<file path="config.mk">
export PLATFORM = sky130hd
export DESIGN_NAME = bubble_sort_ctrl_flat
export DESIGN_NICKNAME = d
export VERILOG_FILES = /design/src/rtl/bubble_sort_ctrl_pkg.sv /design/src/rtl/bubble_sort_ctrl_if.sv /design/src/rtl/bubble_sort_ctrl_comparator.sv /design/src/rtl/bubble_sort_ctrl.sv /design/src/flat_wrapper.sv
export SDC_FILE = /design/constraint.sdc
export NUM_CORES = 1
export LEC_CHECK = 0
export BUFFER_PORTS_ARGS = -buffer_cell sky130_fd_sc_hd__buf_2
export CELL_PAD_IN_SITES_DETAIL_PLACEMENT = 1
export CELL_PAD_IN_SITES_GLOBAL_PLACEMENT = 2
export CORE_ASPECT_RATIO = 0.8
export CORE_MARGIN = 2
export CORE_UTILIZATION = 42
export CTS_BUF_LIST = sky130_fd_sc_hd__clkbuf_2 sky130_fd_sc_hd__clkbuf_4 sky130_fd_sc_hd__clkbuf_8
export CTS_CLUSTER_SIZE = 10
export DETAILED_ROUTE_END_ITERATION = 8
export GPL_ROUTABILITY_DRIVEN = 0
export PLACE_DENSITY_LB_ADDON = 0.1
export SETUP_SLACK_MARGIN = 0.05
export SLEW_MARGIN = 30
export SYNTH_ARGS = -nofsm -noshare
export SYNTH_HDL_FRONTEND = slang
export SYNTH_SLANG_ARGS = --single-unit
</file>
<file path="constraint.sdc">
create_clock -name clk -period 4.5 [get_ports clk]
set_clock_uncertainty 0.2 [all_clocks]
set_input_delay 0.225 -clock clk [delete_from_list [all_inputs] [get_ports clk]]
set_output_delay 0.225 -clock clk [all_outputs]
set_load 0.005 [all_outputs]
</file>
<file path="src/rtl/bubble_sort_ctrl_pkg.sv">
// bubble_sort_ctrl_pkg
// Shared definitions for the bubble sort sequencer: default block geometry
// and the controller state encoding.
//   N_DEF     - entries per block
//   W_DEF     - data width (must match the shared comparator)
//   IDX_W_DEF - index width, clog2(N)
//   CNT_W_DEF - compare counter width, holds N*(N-1)/2
package bubble_sort_ctrl_pkg;

  localparam int N_DEF     = 8;
  localparam int W_DEF     = 3;
  localparam int IDX_W_DEF = 3;
  localparam int CNT_W_DEF = 6;

  typedef enum logic [1:0] {
    S_LOAD  = 2'd0,
    S_SORT  = 2'd1,
    S_DRAIN = 2'd2
  } state_t;

endpackage

</file>
<file path="src/rtl/bubble_sort_ctrl_if.sv">
// bubble_sort_ctrl_if
// Producer/consumer handshake bundle plus status for the sort engine.
//   in_valid/in_ready/in_data    - serial load side
//   out_valid/out_ready/out_data - serial drain side, smallest value first
//   busy                         - high while sorting
//   cmp_count                    - compares issued in the current/last sort
// Modports: slave = the sort engine, master = the surrounding producer/consumer.
interface bubble_sort_ctrl_if
  import bubble_sort_ctrl_pkg::*;
#(
  parameter int W     = W_DEF,
  parameter int CNT_W = CNT_W_DEF
);

  logic             in_valid;
  logic             in_ready;
  logic [W-1:0]     in_data;
  logic             out_valid;
  logic             out_ready;
  logic [W-1:0]     out_data;
  logic             busy;
  logic [CNT_W-1:0] cmp_count;

  modport master (
    output in_valid, in_data, out_ready,
    input  in_ready, out_valid, out_data, busy, cmp_count
  );

  modport slave (
    input  in_valid, in_data, out_ready,
    output in_ready, out_valid, out_data, busy, cmp_count
  );

endinterface

</file>
<file path="src/rtl/bubble_sort_ctrl_comparator.sv">
// comparator
// Unsigned magnitude comparator; the single compare resource that the sort
// sequencer time-shares.
//   a, b  - unsigned W-bit operands
//   equal - a == b
//   gt    - a > b
//   lt    - a < b
module comparator #(
  parameter int W = 3
) (
  input  logic [W-1:0] a,
  input  logic [W-1:0] b,
  output logic         equal,
  output logic         gt,
  output logic         lt
);

  assign equal = (a == b);
  assign gt    = (a > b);
  assign lt    = (a < b);

endmodule

</file>
<file path="src/rtl/bubble_sort_ctrl.sv">
// bubble_sort_ctrl
// Load / sort / drain engine for blocks of N unsigned W-bit values. The block
// is loaded serially, sorted in place with bubble sort (one compare per cycle
// through a single shared comparator, early exit on a pass with no swaps),
// then drained serially smallest first.
//   clk   - rising-edge clock
//   rst_n - asynchronous active-low reset, aborts any block in flight
//   bus   - slave side of bubble_sort_ctrl_if (handshakes, busy, cmp_count)
module bubble_sort_ctrl
  import bubble_sort_ctrl_pkg::*;
#(
  parameter int N     = N_DEF,
  parameter int W     = W_DEF,
  parameter int IDX_W = IDX_W_DEF,
  parameter int CNT_W = CNT_W_DEF
) (
  input  logic               clk,
  input  logic               rst_n,
  bubble_sort_ctrl_if.slave  bus
);

  localparam logic [IDX_W-1:0] LAST_IDX = IDX_W'(N - 1);

  state_t           r_state;
  logic [IDX_W-1:0] r_wrPtr;
  logic [IDX_W-1:0] r_rdPtr;
  logic [IDX_W-1:0] r_j;
  logic [IDX_W-1:0] r_limit;
  logic             r_swapped;
  logic [CNT_W-1:0] r_cmpCount;
  logic             r_inReady;
  logic             r_outValid;
  logic             r_busy;
  logic [W-1:0]     r_mem [N];

  logic [IDX_W-1:0] w_jNext;
  logic [W-1:0]     w_a;
  logic [W-1:0]     w_b;
  logic             w_eq;
  logic             w_gt;
  logic             w_lt;
  logic             w_swap;
  logic             w_swappedNow;
  logic             w_endPass;
  logic             w_inFire;
  logic             w_outFire;

  // j never exceeds N-2 during SORT, so j+1 stays inside the array.
  assign w_jNext = r_j + 1'b1;
  assign w_a     = r_mem[r_j];
  assign w_b     = r_mem[w_jNext];

  comparator #(.W(W)) u_cmp (
    .a     (w_a),
    .b     (w_b),
    .equal (w_eq),
    .gt    (w_gt),
    .lt    (w_lt)
  );

  // Only a strict greater-than swaps; ties keep their order so the sort is stable.
  assign w_swap       = (r_state == S_SORT) & w_gt & ~(w_eq | w_lt);
  assign w_swappedNow = r_swapped | w_swap;
  assign w_endPass    = (r_j == r_limit - 1'b1);
  assign w_inFire     = r_inReady & bus.in_valid;
  assign w_outFire    = r_outValid & bus.out_ready;

  // Register array carries no reset; its contents are don't-care until loaded.
  always_ff @(posedge clk) begin
    if (w_inFire) begin
      r_mem[r_wrPtr] <= bus.in_data;
    end
    if (w_swap) begin
      r_mem[r_j]     <= w_b;
      r_mem[w_jNext] <= w_a;
    end
  end

  always_ff @(posedge clk or negedge rst_n) begin
    if (!rst_n) begin
      r_state    <= S_LOAD;
      r_wrPtr    <= '0;
      r_rdPtr    <= '0;
      r_j        <= '0;
      r_limit    <= LAST_IDX;
      r_swapped  <= 1'b0;
      r_cmpCount <= '0;
      r_inReady  <= 1'b1;
      r_outValid <= 1'b0;
      r_busy     <= 1'b0;
    end else begin
      case (r_state)
        S_LOAD: begin
          if (w_inFire) begin
            if (r_wrPtr == LAST_IDX) begin
              r_state    <= S_SORT;
              r_wrPtr    <= '0;
              r_j        <= '0;
              r_limit    <= LAST_IDX;
              r_swapped  <= 1'b0;
              r_cmpCount <= '0;
              r_inReady  <= 1'b0;
              r_busy     <= 1'b1;
            end else begin
              r_wrPtr <= r_wrPtr + 1'b1;
            end
          end
        end

        S_SORT: begin
          r_cmpCount <= r_cmpCount + 1'b1;
          if (!w_endPass) begin
            r_j       <= w_jNext;
            r_swapped <= w_swappedNow;
          end else if (!w_swappedNow || r_limit == IDX_W'(1)) begin
            // A clean pass (or the final one-compare pass) means the block is sorted.
            r_state    <= S_DRAIN;
            r_rdPtr    <= '0;
            r_busy     <= 1'b0;
            r_outValid <= 1'b1;
          end else begin
            r_limit   <= r_limit - 1'b1;
            r_j       <= '0;
            r_swapped <= 1'b0;
          end
        end

        S_DRAIN: begin
          if (w_outFire) begin
            if (r_rdPtr == LAST_IDX) begin
              r_state    <= S_LOAD;
              r_rdPtr    <= '0;
              r_outValid <= 1'b0;
              r_inReady  <= 1'b1;
            end else begin
              r_rdPtr <= r_rdPtr + 1'b1;
            end
          end
        end

        default: begin
          r_state    <= S_LOAD;
          r_inReady  <= 1'b1;
          r_outValid <= 1'b0;
          r_busy     <= 1'b0;
        end
      endcase
    end
  end

  assign bus.in_ready  = r_inReady;
  assign bus.out_valid = r_outValid;
  assign bus.busy      = r_busy;
  assign bus.cmp_count = r_cmpCount;
  // Gated so out_data reads 0 outside DRAIN, including straight after reset.
  assign bus.out_data  = r_outValid ? r_mem[r_rdPtr] : '0;

endmodule

</file>
<file path="src/flat_wrapper.sv">
// flat-port wrapper written by rule: the top's interface ports become plain ports
module bubble_sort_ctrl_flat import bubble_sort_ctrl_pkg::*;
#(
  parameter int N     = N_DEF,
  parameter int W     = W_DEF,
  parameter int IDX_W = IDX_W_DEF,
  parameter int CNT_W = CNT_W_DEF
)
  (clk, rst_n, bus_in_valid, bus_in_data, bus_out_ready, bus_in_ready, bus_out_valid, bus_out_data, bus_busy, bus_cmp_count);
  bubble_sort_ctrl_if #(.W(W), .CNT_W(CNT_W)) bus_i ();
  input  logic clk;
  input  logic rst_n;
  input wire logic [$bits(bus_i.in_valid)-1:0] bus_in_valid;
  input wire logic [$bits(bus_i.in_data)-1:0] bus_in_data;
  input wire logic [$bits(bus_i.out_ready)-1:0] bus_out_ready;
  output wire logic [$bits(bus_i.in_ready)-1:0] bus_in_ready;
  output wire logic [$bits(bus_i.out_valid)-1:0] bus_out_valid;
  output wire logic [$bits(bus_i.out_data)-1:0] bus_out_data;
  output wire logic [$bits(bus_i.busy)-1:0] bus_busy;
  output wire logic [$bits(bus_i.cmp_count)-1:0] bus_cmp_count;
  assign bus_i.in_valid = bus_in_valid;
  assign bus_i.in_data = bus_in_data;
  assign bus_i.out_ready = bus_out_ready;
  assign bus_in_ready = bus_i.in_ready;
  assign bus_out_valid = bus_i.out_valid;
  assign bus_out_data = bus_i.out_data;
  assign bus_busy = bus_i.busy;
  assign bus_cmp_count = bus_i.cmp_count;
  bubble_sort_ctrl #(.N(N), .W(W), .IDX_W(IDX_W), .CNT_W(CNT_W)) u_core (.clk(clk), .rst_n(rst_n), .bus(bus_i));
endmodule
</file>
==> impl_metrics.env <==
export IMPL_path_clk_slew_ns=0.10
export IMPL_relSlewSlack_pct=52.9
export IMPL_hold_path_startpoint="bus_out_ready"
export IMPL_synthCells=351
export IMPL_synth_seq_cells=48
export IMPL_io_buffers=18
export IMPL_grtUsageMet3_pct=4.89
export IMPL_clk_insertion_delay_late_ns=0.30
export IMPL_regArea_um2=1330
export IMPL_num_fill_cells=941
export IMPL_status="finished clean"
export IMPL_cp_max_fo=39
export IMPL_finalHoldViolations=0
export IMPL_nets=382
export IMPL_yosys_warnings=0
export IMPL_via_count=3067
export IMPL_use_met1_pct=40.7
export IMPL_row_count=30
export IMPL_synth_area_um2=3590
export IMPL_synthMuxAreaShare_pct=13.5
export IMPL_layout_min_cycle_time_ns=4.02
export IMPL_dp_hpwl_um=8390
export IMPL_start_kind="flop"
export IMPL_cp_arrival_ns=3.88
export IMPL_p_leak_uw=0.00160
export IMPL_layout_setup_ws_ns=0.481
export IMPL_rsz0062_at_grt="no"
export IMPL_synthAdderAreaFrac_pct=3.84
export IMPL_busiest_layer="met1"
export IMPL_ys_flop_type="edfxtp_1"
export IMPL_synth_top_cell_by_area="edfxtp_1"
export IMPL_dr_pass1_iters=5
export IMPL_cts_tree="done"
export IMPL_synth_xor_area_share_pct=3.35
export IMPL_grt_max_degree=40
export IMPL_grt_usage_pct=25.4
export IMPL_ir_worst_vdd_uv=122
export IMPL_cp_startpoint="u_core.r_j[0]$_DFFE_PN0P_"
export IMPL_cts_num_sinks=48
export IMPL_layout_common_cells="edfxtp_1 (24), nand2_1 (22), nor4_1 (22)"
export IMPL_cap_viol_max_count=0
export IMPL_ant_nets=0
export IMPL_place_ws_ns=0.504
export IMPL_p_int_uw=696
export IMPL_syn_avg_cell_area_um2=10.2
export IMPL_endpoint_kind="flop"
export IMPL_grt_overflow_total=0
export IMPL_reg2reg_from="u_core.r_j[0]$_DFFE_PN0P_"
export IMPL_grt_use_met2_pct=35.1
export IMPL_synth_edf_count=24
export IMPL_syn2layout_area_growth_pct=9.80
export IMPL_hp_class="in -> reg"
export IMPL_start_util_pct=42.7
export IMPL_synth_simple_area_share_pct=20.7
export IMPL_die_area_um2=9300
export IMPL_powerDensity_nw_per_um2=221
export IMPL_synthTopCellsByArea="edfxtp_1 (20%), dfrtp_1 (14%), mux4_2 (8.8%), ha_1 (3.8%), nor4_1 (3.8%)"
export IMPL_drc_errors=0
export IMPL_slew_violations=0
export IMPL_synth_seq_area_share_pct=37.0
export IMPL_routed_via_density=6.43
export IMPL_cts_made_buffers=5
export IMPL_max_slew_worst_pin_slew_ns=0.705
export IMPL_final_setup_viol_count=0
export IMPL_netSwitchingFraction_pct=20.0
export IMPL_multi_input_area_um2=2060
export IMPL_mostFrequentLayoutCell="edfxtp_1"
export IMPL_htree_num_levels=2
export IMPL_synth_top_family_by_area="simple AND/OR/NAND/NOR gates"
export IMPL_synth_compound_area_share_pct=16.0
export IMPL_tns_ns=0
export IMPL_drt_iter0_markers=259
export IMPL_syn_num_nets=369
export IMPL_grt_pass1_wl_um=17600
export IMPL_ios=19
export IMPL_synth_top_area_share_pct=20.1
export IMPL_root_buffer="clkbuf_8"
export IMPL_p_switching_uw=174
export IMPL_share_seq_of_total_power_pct=53.0
export IMPL_period_share_pct=89.3
export IMPL_antenna_found_initial=0
export IMPL_worstPathRequired_ns=4.36
export IMPL_die_height_um=86.7
export IMPL_ys_types=67
export IMPL_die_width_um=107
export IMPL_ys_async_sr_fraction_pct=50.0
export IMPL_antennaDiodeCount=0
export IMPL_max_freq_mhz=249
export IMPL_grt_pass1_vias=2919
export IMPL_finalWirelength_um=11300
export IMPL_wl_per_cell_um=23.8
export IMPL_drive_gt1_share_pct=21.6
export IMPL_clockPowerShare_pct=43.9
export IMPL_worstSetupPathType="reg -> reg"
export IMPL_cts_buffer_depth=2
export IMPL_p_comb_share_pct=3.1
export IMPL_holdWs_ns=0.150
export IMPL_cts_setup_buffers=0
export IMPL_cts_resized=0
export IMPL_core_area_um2=8410
[per-stage QoR]
step / total power (uW) / std cells / utilization, % / instance area (um2)
after global routing: 892 / 477 / 46.9 / 3940
final: 870 / 477 / 46.9 / 3940
after CTS: 879 / 477 / 46.9 / 3940
after global placement: 496 / 468 / 45.1 / 3790
after detailed placement: 496 / 468 / 45.1 / 3790
after floorplan: 483 / 351 / - / 3590
[cells by family after synthesis]
family / count (synthesis)
AOI/OAI and AO/OA: 74
xor gates and xnor gates: 9
adders and majority gates: 11
buffers and inverters: 42
DFF: 48
muxes: 29
and+or+nand+nor: 138
[critical path, cell delays in order, from the launching register on]
cell	delay, ns
dfrtp_1	0.36
buf_4	0.20
buf_4	0.42
mux2_4	0.34
a221o_1	0.38
a22oi_4	0.18
ha_1	0.25
and3_1	0.18
nor2_1	0.19
and2_0	0.37
o21ai_0	0.29
a221o_1	0.42
[flip-flops by register name (all words and copies together), names as in the netlist]
register              count
u_core.r_swapped          1
u_core.r_j                3
u_core.r_limit            3
u_core.bus.out_valid      1
u_core.r_mem             24
u_core.r_wrPtr            3
u_core.bus.busy           1
u_core.r_rdPtr            3
u_core.bus.cmp_count      6
u_core.r_state            2
u_core.bus.in_ready       1
[Yosys cell counts, types with 8 or more instances]
master / n
inv_1: 11
nand2_1: 22
edfxtp_1: 24
mux4_2: 14
nor2b_1: 9
buf_2: 11
ha_1: 11
nor4_1: 22
a211o_1: 13
o21ai_0: 13
nor2_1: 21
nand2b_1: 8
nand3_1: 10
nor3_1: 20
a221o_1: 10
dfrtp_1: 20
mux2i_1: 8
clkbuf_1: 10
[per-layer routing]
layer	wire (um)	vias to the layer above
li1	-	1380
met3	769	10
met5	0	-
met2	4710	108
met4	136	0
met1	5720	1569
[power groups by stage]
| stage | clock, uW | combinational [uW] | sequential (uW) |
|---|---|---|---|
| after CTS | 391 | 26.6 | 461 |
| final | 382 | 26.9 | 461 |
| after floorplan | 0 | 12.5 | 470 |
| after global placement | 0 | 25.8 | 470 |
| after global routing | 402 | 28.6 | 461 |
| after detailed placement | 0 | 25.8 | 470 |
[worst paths after layout]
check / slack [ns] / cells after the start / to
setup / recovery: 0.48 / 11 / u_core.r_mem[3][0]$_DFFE_PP_
hold / removal: 0.15 / 3 / u_core.r_rdPtr[2]$_DFFE_PN0P_
setup reg to reg: 0.48 / 11 / u_core.r_mem[3][0]$_DFFE_PP_
hold reg to reg: 0.33 / 2 / u_core.r_limit[1]$_DFFE_PN1P_
max in group asynchronous: 3.50 / 2 / u_core.r_swapped$_DFFE_PN0P_
min in group asynchronous: 0.23 / 2 / u_core.bus.cmp_count[5]$_DFFE_PN0P_
[cell type report]
type | instances | area share [%]
inverters | 12 | 1.14
clock buffers | 5 | 1.75
multi-input cells | 261 | 52.4
clock inverters | 3 | 1.75
well taps | 112 | 3.56
flip-flops and latches | 48 | 33.7
repair buffers | 36 | 5.78
[timing repair]
item                                    CTS  global route
endpoints found under the hold margin    20             0
endpoints found under the setup margin    0             0
hold buffers                              1             0
Power figures use the tool's default switching activity.
